$ cat src/rtl/branch_predictor_ctrl.sv
// Branch history table of 2-bit saturating counters with a post-reset init walk,
// EX-stage counter updates, registered mispredict flush/redirect and a mispredict counter.
module branch_predictor_ctrl #(
  parameter int INDEX_BITS = 6,
  parameter int XLEN       = 32
) (
  input  logic            clk,
  input  logic            rst_n,
  input  logic [XLEN-1:0] IF_pc,
  output logic [1:0]      IF_branch_prediction,
  input  logic            EX_Branch,
  input  logic [XLEN-1:0] EX_pc,
  input  logic [XLEN-1:0] EX_target,
  input  logic [1:0]      prediction_status,
  output logic            flush,
  output logic [XLEN-1:0] redirect_pc,
  output logic            bht_ready,
  output logic [31:0]     mispredict_count
);

  localparam int DEPTH = 1 << INDEX_BITS;

  typedef enum logic {
    INIT,
    RUN
  } state_e;

  state_e                state_q, state_d;
  logic [INDEX_BITS-1:0] ptr_q, ptr_d;
  logic                  flush_q, flush_d;
  logic [XLEN-1:0]       redirect_q, redirect_d;
  logic [31:0]           count_q, count_d;
  logic [1:0]            bht_q [DEPTH];

  logic [INDEX_BITS-1:0] ifIdx;
  logic [INDEX_BITS-1:0] exIdx;
  logic [1:0]            exEntry;
  logic [1:0]            exEntryNext;
  logic                  update;
  logic                  taken;
  logic                  mispredict;
  logic                  unusedIfPcBits;

  assign ifIdx      = IF_pc[INDEX_BITS+1:2];
  assign exIdx      = EX_pc[INDEX_BITS+1:2];
  assign exEntry    = bht_q[exIdx];
  assign update     = (state_q == RUN) && EX_Branch;
  assign taken      = (prediction_status == 2'd0) || (prediction_status == 2'd3);
  // Status 0 and 1 are the two mispredict encodings; both have bit 1 clear.
  assign mispredict = update && !prediction_status[1];

  assign unusedIfPcBits = ^{IF_pc[XLEN-1:INDEX_BITS+2], IF_pc[1:0]};

  // Table contents are undefined until the INIT walk forces them weakly-not-taken.
  assign IF_branch_prediction = (state_q == INIT) ? 2'b01 : bht_q[ifIdx];
  assign bht_ready            = (state_q == RUN);
  assign flush                = flush_q;
  assign redirect_pc          = redirect_q;
  assign mispredict_count     = count_q;

  always_comb begin
    exEntryNext = exEntry;
    if (taken && (exEntry != 2'b11)) begin
      exEntryNext = exEntry + 2'b01;
    end else if (!taken && (exEntry != 2'b00)) begin
      exEntryNext = exEntry - 2'b01;
    end
  end

  always_comb begin
    state_d    = state_q;
    ptr_d      = ptr_q;
    flush_d    = 1'b0;
    redirect_d = redirect_q;
    count_d    = count_q;
    case (state_q)
      INIT: begin
        ptr_d = ptr_q + INDEX_BITS'(1);
        if (ptr_q == '1) begin
          state_d = RUN;
        end
      end
      RUN: begin
        if (mispredict) begin
          flush_d    = 1'b1;
          redirect_d = prediction_status[0] ? (EX_pc + XLEN'(4)) : EX_target;
          count_d    = count_q + 32'd1;
        end
      end
      default: state_d = INIT;
    endcase
  end

  always_ff @(posedge clk or negedge rst_n) begin
    if (!rst_n) begin
      state_q    <= INIT;
      ptr_q      <= '0;
      flush_q    <= 1'b0;
      redirect_q <= '0;
      count_q    <= '0;
    end else begin
      state_q    <= state_d;
      ptr_q      <= ptr_d;
      flush_q    <= flush_d;
      redirect_q <= redirect_d;
      count_q    <= count_d;
    end
  end

  // The table has no reset; the INIT walk is what clears it.
  always_ff @(posedge clk) begin
    if (state_q == INIT) begin
      bht_q[ptr_q] <= 2'b01;
    end else if (update) begin
      bht_q[exIdx] <= exEntryNext;
    end
  end

endmodule

$ cat config.mk
export PLATFORM = sky130hd
export DESIGN_NAME = branch_predictor_ctrl
export DESIGN_NICKNAME = d
export VERILOG_FILES = /design/src/rtl/branch_predictor_ctrl.sv
export SDC_FILE = /design/constraint.sdc
export NUM_CORES = 1
export LEC_CHECK = 0
export CORE_MARGIN = 2
export CORE_UTILIZATION = 32
export CTS_BUF_LIST = sky130_fd_sc_hd__clkbuf_4
export DETAILED_ROUTE_END_ITERATION = 10
export GPL_TIMING_DRIVEN = 0
export PLACE_DENSITY = 0.61
export SLEW_MARGIN = 20
export SYNTH_ARGS = -nofsm -noshare
export SYNTH_HDL_FRONTEND = slang
export SYNTH_SLANG_ARGS = --single-unit
$ cat constraint.sdc
create_clock -name clk -period 13.3 [get_ports clk]
set_input_delay 1.33 -clock clk [delete_from_list [all_inputs] [get_ports clk]]
set_output_delay 1.33 -clock clk [all_outputs]
set_load 0.02 [all_outputs]
==> results of run 1 <==
-- power breakdown --
group          switching [mW]  total (mW)  internal [mW]
registers                   0       0.655          0.655
clock network           0.239       0.343          0.104
logic                  0.0536      0.0966         0.0430
total                   0.293        1.09          0.802
-- stage by stage --
stage / power, mW / cells / worst slack (ns)
2_1_floorplan: 0.7146 / 832 / 6.770
3_3_place_gp: 0.7628 / 1402 / 2.647
3_5_place_dp: 0.7648 / 1411 / 6.978
4_1_cts: 1.102 / 1443 / 7.298
5_1_grt: 1.131 / 1444 / 7.186
6_report: 1.095 / 1444 / 7.241
-- layer usage --
layer / up-vias / GRT usage, % / share of wire (%)
met4: 2 / 6.304 / 2.5
met2: 378 / 29.80 / 45
met5: - / 0 / 0.039
li1: 3456 / - / -
met3: 58 / 4.683 / 9.3
met1: 3805 / 24.59 / 43
-- sequential cells by signal (all words and copies together) (netlist names) --
| name | cells |
|---|---|
| bht_q | 128 |
| ptr_q | 6 |
| mispredict_count | 32 |
| bht_ready | 1 |
| flush | 1 |
| redirect_pc | 32 |
-- kinds of logic after synthesis --
kind of cell | share of synthesized area (%)
adders and majority gates | 0.6018
buffers and inverters | 2.576
AOI/OAI and AO/OA | 5.754
DFF | 54.31
and+or+nand+nor | 13.52
xor gates and xnor gates | 5.392
muxes | 17.85
-- area by class of cell --
cell class	instances	area, um2	share of cell area, %
antenna	1	2.502	0.01966
buffer	48	230.2	1.808
clock buffer	17	127.6	1.002
clock inverter	15	173.9	1.366
inverter	10	37.54	0.2948
multi-input combinational	574	4506	35.39
sequential	200	5645	44.34
tap	435	544.3	4.275
timing repair buffer	144	1464	11.50
-- worst max path at each step --
stage / endpoint / slack, ns / cells after the start
2_1_floorplan: bht_q[0][0]$_DFFE_PP_ / 6.77 / 13
3_3_place_gp: bht_q[26][0]$_DFFE_PP_ / 2.65 / 11
3_5_place_dp: bht_q[26][0]$_DFFE_PP_ / 6.98 / 15
4_1_cts: IF_branch_prediction[1] / 7.30 / 8
5_1_grt: IF_branch_prediction[0] / 7.19 / 8
6_report: IF_branch_prediction[0] / 7.24 / 8
-- placed cells by master (no fill, tap or decap), types with 5 or more instances in the layout --
| cell type | synthesis | layout |
|---|---|---|
| o21ai_1 | 7 | 7 |
| and4_1 | 6 | 6 |
| inv_1 | 10 | 10 |
| clkdlybuf4s50_1 | 0 | 134 |
| o21ai_0 | 41 | 41 |
| ha_1 | 5 | 5 |
| xor2_1 | 22 | 22 |
| mux2i_1 | 65 | 65 |
| a22oi_1 | 14 | 14 |
| edfxtp_1 | 128 | 128 |
| nand3_1 | 23 | 23 |
| or3_1 | 5 | 5 |
| buf_2 | 7 | 7 |
| dfrtp_1 | 72 | 72 |
| mux2_2 | 5 | 5 |
| clkbuf_4 | 0 | 17 |
| nor3_1 | 9 | 8 |
| a21oi_1 | 10 | 10 |
| nand2b_1 | 7 | 7 |
| mux4_2 | 51 | 51 |
| nand4_1 | 20 | 20 |
| nor2_1 | 78 | 78 |
| clkbuf_1 | 23 | 23 |
| buf_4 | 5 | 12 |
| and2_1 | 5 | 5 |
| xnor2_1 | 42 | 42 |
| inv_6 | 0 | 5 |
| nand3b_1 | 6 | 6 |
| and3_1 | 10 | 10 |
| a31oi_1 | 5 | 5 |
| nand2_1 | 88 | 88 |
| buf_1 | 10 | 10 |
| nor4_1 | 6 | 6 |
| nor3b_1 | 6 | 6 |
==> summary.txt, run 1 <==
Run status
  – Status: completed

Critical path
  – Worst path cell trace: clkdlybuf4s50_1 > buf_1 > mux4_2 > mux4_2 > mux2_2 > o21ai_1 > nand2_1 > clkdlybuf4s50_1
  – Largest stage delay on the critical path: roughly 0.70 ns
  – Crit path from: IF_pc[3]
  – Worst-path fanout max: 10
  – R2r setup slk: 9.32 ns
  – Critical Path Start Type: input pin
  – RR Startpoint: bht_q[28][0]$_DFFE_PP_
  – RR Endpoint: bht_q[31][0]$_DFFE_PP_
  – WP data required: 11.97 ns
  – Crit path DAT: ~4.7 ns
  – Crit path max-delay cell type: buf_1
  – Crit. End Element: output port
  – Worst reg2reg path depth: 14
  – CP Class: in -> out
  – Cell family with most CP delay: buffers and inverters
  – Bufs and invs on worst path: 3

GRT
  – Grt ovf: 0
  – First-pass GRT wire length: between 40 and 50 mm
  – Vias in the first global route: roughly 7800
  – Initial antenna violation count: 2
  – Largest net degree at the start of global routing: 43
  – Total track usage: between 10% and 20%

Clock tree
  – Buffers inserted by post-CTS timing repair: 0
  – CTS tree: done
  – # hold bufs at CTS: 0
  – Clk buf depth: 2
  – Root buffer cell: clkbuf_4
  – Num CTS Buffers: 17
  – CTS sink count: 200
  – Insertion delay to the later sink of the worst-skew pair: roughly 0.63 ns
  – Clock slew at reported path FFs: 0.16 ns
  – CTS resizes: 0
  – H-tree depth: 4

Logic synthesis
  – Post-synth top cells: 128 x edfxtp_1, 88 x nand2_1, 78 x nor2_1
  – Syn_nets: ~940
  – Sequential cell area fraction in the yosys report: 54.31%
  – Synth Register Bits: 200
  – Synth top area share: 36.98%
  – Syn. warnings: 0
  – Syn Inst Count: 832
  – Post-synthesis async set-or-reset flop share: 36.00%
  – Post-synth cell types: 53
  – Main area contributors after synthesis: edfxtp_1 37%, dfrtp_1 17%, mux4_2 11%, mux2i_1 6.3%, xnor2_1 3.5%
  – Most numerous cell in the Yosys netlist: edfxtp_1
  – Ys flop type: edfxtp_1
  – Number of synthesized flops with an enable pin: ~130
  – Cell taking the most area after synthesis: edfxtp_1
  – Synth Cell Area: between 0.01 and 0.015 mm2
  – Mean post-synth cell area: roughly 12 um2

Timing
  – Max Fclk: 165.1 MHz
  – Slew HR: ~37%
  – Max Slew Vio Count: 0
  – Min Clock Period, post-route: slightly above 6 ns
  – Final setup skew: ~0.039 ns
  – Hold Vio Cnt, Final: 0
  – Worst slew pin tran: around 0.95 ns
  – Setup TNS: 0 ns
  – Hold Worst Slack: approximately 0.49 ns
  – Final cycle utilization of the critical path: between 40% and 50%
  – RSZ-0062 raised after global routing: no
  – Final setup violating endpoints: 0

Min path
  – Hold Path End: mispredict_count[31]$_DFFE_PN0P_
  – Min-delay src: mispredict_count[31]$_DFFE_PN0P_
  – Hold depth: 1
  – Tightest Hold Check Type: reg -> reg

Placed design
  – Gpl congestion: ~0.85
  – PortBufs: around 140
  – HPWL Detailed: ~23 mm
  – Dpl cell area: about 0.012 mm2

Power
  – Peak supply drop: between 0.00004 and 0.00005 V
  – PwrDens: about 86 mW/mm2
  – LEAKAGE: roughly 4.2 nW

Route
  – Drt total wl: between 30 and 40 mm
  – Average wire per standard cell: roughly 22 um
  – First-pass detailed-route iteration total: 6
  – DRT iter0 DRCs: 753
  – Vias per inst: 5.332
  – Via count: 7699
  – DRC viols: 0
  – Routed Antenna Nets: 0

Floorplanning
  – Die Width: around 180 um
  – DIE HEIGHT: 184.2 um
  – Core Region: between 0.03 and 0.04 mm2
  – Row cnt: 65
  – Initial Util: between 30% and 40%
  – Die area: around 0.034 mm2
  – I/O pin count: roughly 170

Finish
  – Final Net Count: 1101
  – Layout cells sized above 1: roughly an eighth
  – Layout fillers: approximately 3000
  – Layout Utilization: 40.04%
  – Post-route cell area: 0.01273 mm2
  – Layout area overhead: 22.47%

Job
  – Max_cap viols: 0
No activity file was read; power rests on OpenSTA's default activity.
==> run 2, diff against run 1 <==
--- a/config.mk
+++ b/config.mk
@@ -10,7 +10,7 @@
 export CTS_BUF_LIST = sky130_fd_sc_hd__clkbuf_4
 export DETAILED_ROUTE_END_ITERATION = 10
 export GPL_TIMING_DRIVEN = 0
-export PLACE_DENSITY = 0.61
+export PLACE_DENSITY = 0.63
 export SLEW_MARGIN = 20
 export SYNTH_ARGS = -nofsm -noshare
 export SYNTH_HDL_FRONTEND = slang
==> constraint.sdc (replaced) <==
create_clock -name clk -period 5 [get_ports clk]
set_input_delay 0.5 -clock clk [delete_from_list [all_inputs] [get_ports clk]]
set_output_delay 0.5 -clock clk [all_outputs]
set_load 0.02 [all_outputs]
==> run 2 against run 1 <==
  * Clock power rose to 2.6 times the previous value
  * First-iteration DRC count up 0.66%
  * Clock skew up 0.031 ns
  * Flip-flop and latch count unchanged
  * Largest cell class unchanged
  * Highest routed layer is now met4
  * Critical path depth up 8
==> summary.txt, run 2 (synthesis gave the netlist of run 1 again) <==
Finish
  – Area of the multi-input gates: 0.004512 mm2 (was 0.004506 mm2)
  – Layout area overhead: 22.76% (was 22.47%)
  – Layout cells sized above 1: 11.82% (was 11.81%)
  – Layout fillers: 3035 (was 3023)
  – Post-route cell area: 0.01276 mm2 (was 0.01273 mm2)
  – Layout Utilization: 40.13% (was 40.04%)
  – Max FFs per register: 128 (unchanged)
  – Commonest non-fill, non-tap cell in the layout: clkdlybuf4s50_1 (unchanged)
  – Commonest cells after routing, fill and taps aside: 134 x clkdlybuf4s50_1, 128 x edfxtp_1, 88 x nand2_1 (unchanged)
  – Register Area: 0.005645 mm2 (unchanged)
  – Register name with the most flops: bht_q (unchanged)
  – Final Net Count: 1100 (was 1101)

Job
  – Max_cap viols: 0 (unchanged)

Timing
  – Hold Vio Cnt, Final: 0 (unchanged)
  – Setup TNS: 0 ns (unchanged)
  – Min Clock Period, post-route: 4.600 ns
  – Max Fclk: around 220 MHz
  – Slew HR: 29.25% (was 36.74%)
  – Final setup skew: 0.07003 ns (was 0.03941 ns)
  – Worst slew pin tran: 1.057 ns (was 0.9454 ns)
  – Max Slew Vio Count: 0 (unchanged)
  – RSZ-0062 raised after global routing: no (unchanged)
  – Setup slack after layout: 0.3998 ns (was 7.241 ns)
  – Final setup violating endpoints: 0 (unchanged)
  – Hold Worst Slack: 0.3906 ns (was 0.4885 ns)
  – Final cycle utilization of the critical path: between 90% and 100%

Clock tree
  – Root buffer cell: clkbuf_4 (unchanged)
  – H-tree depth: 4 (unchanged)
  – Num CTS Buffers: 17 (unchanged)
  – CTS tree: done (unchanged)
  – Clock slew at reported path FFs: 0.19 ns (was 0.16 ns)
  – Insertion delay to the later sink of the worst-skew pair: 0.63 ns (about the same)
  – Clk buf depth: 2 (unchanged)
  – CTS sink count: 200 (unchanged)
  – Buffers inserted by post-CTS timing repair: 0 (unchanged)

GRT
  – Total track usage: 17.87% (was 18.58%)
  – Vias in the first global route: 7636 (was 7764)
  – First-pass GRT wire length: 45.16 mm (was 46.94 mm)
  – Grt ovf: 0 (unchanged)
  – Initial antenna violation count: 1 (was 2)
  – Largest net degree at the start of global routing: 40 (was 43)

Critical path
  – Crit. End Element: flop (was output port)
  – Worst-path fanout max: 14 (was 10)
  – Critical Path Start Type: input pin (unchanged)
  – CP Class: in -> reg (was in -> out)
  – Crit path DAT: 5.02 ns (was 4.73 ns)
  – WP data required: 5.42 ns (was 11.97 ns)

Power
  – Clock power share: 31.0% (was 31.3%)
  – Cell-internal power: 2.099 mW (was 0.8020 mW)
  – Register share of total power: 60.1% (was 59.9%)
  – Sw Pwr: 0.8002 mW (was 0.2929 mW)
  – Switch share: 27.60% (was 26.75%)
  – Peak supply drop: 0.0001099 V (was 0.00004138 V)
  – Comb power frac: 8.8% (about the same)
  – LEAKAGE: 4.240 nW (was 4.227 nW)
  – PwrDens: 227.2 mW/mm2 (was 86.00 mW/mm2)

Floorplanning
  – Initial Util: 32.69% (unchanged)
  – Row cnt: 65 (unchanged)
  – Die area: 0.03394 mm2 (unchanged)
  – DIE HEIGHT: 184.2 um (unchanged)
  – Core Region: 0.03180 mm2 (unchanged)
  – I/O pin count: 169 (unchanged)
  – Die Width: 184.2 um (unchanged)

Route
  – Routed Antenna Nets: 0 (unchanged)
  – First-pass detailed-route iteration total: 6 (unchanged)
  – DRC viols: 0 (unchanged)
  – Vias per inst: 5.341 (was 5.332)
  – Average wire per standard cell: 20.94 um (was 21.56 um)
  – DRT iter0 DRCs: 758 (was 753)
  – Via count: 7713 (was 7699)
  – Drt total wl: 30.23 mm (was 31.14 mm)

Placed design
  – PortBufs: 135 (unchanged)
  – HPWL Detailed: 22.24 mm (was 23.02 mm)
  – Gpl congestion: 0.8704 (was 0.8496)
  – Pre-CTS setup slack: -0.2869 ns (was 6.978 ns)
  – Dpl cell area: 0.01244 mm2 (was 0.01243 mm2)

Run status
  – Status: completed (unchanged)

Min path
  – Tightest Hold Check Type: in -> async (was reg -> reg)
run 2: changes by cell type in the layout (fill, tap and decap cells not counted), moves of 2 or more:
cell and change:
inv_6 -2, inv_12 +3, buf_4 -6, buf_6 +3
run 2: final timing paths:
kind                                                   from  cells past startpoint                          endpoint  slack, ns
hold reg to reg            mispredict_count[31]$_DFFE_PN0P_                      1  mispredict_count[31]$_DFFE_PN0P_       0.48
hold / removal                                        rst_n                      2  mispredict_count[22]$_DFFE_PN0P_       0.39
min in group clk                       prediction_status[0]                      3       redirect_pc[16]$_DFFE_PN0P_       0.43
setup reg to reg                     bht_q[31][0]$_DFFE_PP_                     12            bht_q[39][0]$_DFFE_PP_       1.25
max in group asynchronous                             rst_n                      3       redirect_pc[16]$_DFFE_PN0P_       4.04
setup / recovery                                   EX_pc[2]                     16            bht_q[39][0]$_DFFE_PP_       0.40
run 2: per-layer routing:
layer	track usage [%]	routed length (um)	share of wire, %	vias to the layer above
li1	-	-	-	3449
met2	29.24	14130	47	340
met3	4.485	2781	9.2	32
met4	4.288	414	1.4	0
met5	0	0	0	-
met1	23.88	12910	43	3892
run 2: what timing repair did:
| action | in CTS | in global routing |
|---|---|---|
| hold endpoints to repair | 38 | 0 |
| gates resized for setup | 0 | 2 |
| hold buffers | 1 | 0 |
| endpoints found under the setup margin | 0 | 3 |
run 2: cell type report:
cell class,instances,area share (%)
diodes,2,0.03922
clock inverters,15,1.373
clock buffers,17,1.000
multi-input cells,574,35.36
repair buffers,143,11.62
inverters,10,0.2941
flip-flops and latches,200,44.24
well taps,435,4.265
plain buffers,48,1.814
run 2: per-stage QoR:
step                std cells  total power, mW
floorplan                 832            1.901
global placement         1402            2.028
detailed placement       1409            2.032
CTS                      1442            2.925
global route             1444            2.999
finish                   1444            2.900
run 2: power by group through the flow:
stage	combinational (mW)	clock (mW)	sequential [mW]
CTS	0.256	0.925	1.74
detailed placement	0.254	0	1.78
finish	0.256	0.899	1.74
global placement	0.249	0	1.78
floorplan	0.123	0	1.78
global route	0.272	0.983	1.74
run 2: critical path: stages:
cell and delay, ns:
clkdlybuf4s50_1 0.50, buf_4 0.22, buf_6 0.23, buf_4 0.27, buf_2 0.36, mux2i_1 0.12
a22oi_1 0.17, a31oi_1 0.20, a31oi_1 0.54, inv_1 0.11, ha_1 0.22, mux2i_1 0.35
and4b_1 0.29, nor3_4 0.50, buf_6 0.24, buf_6 0.17
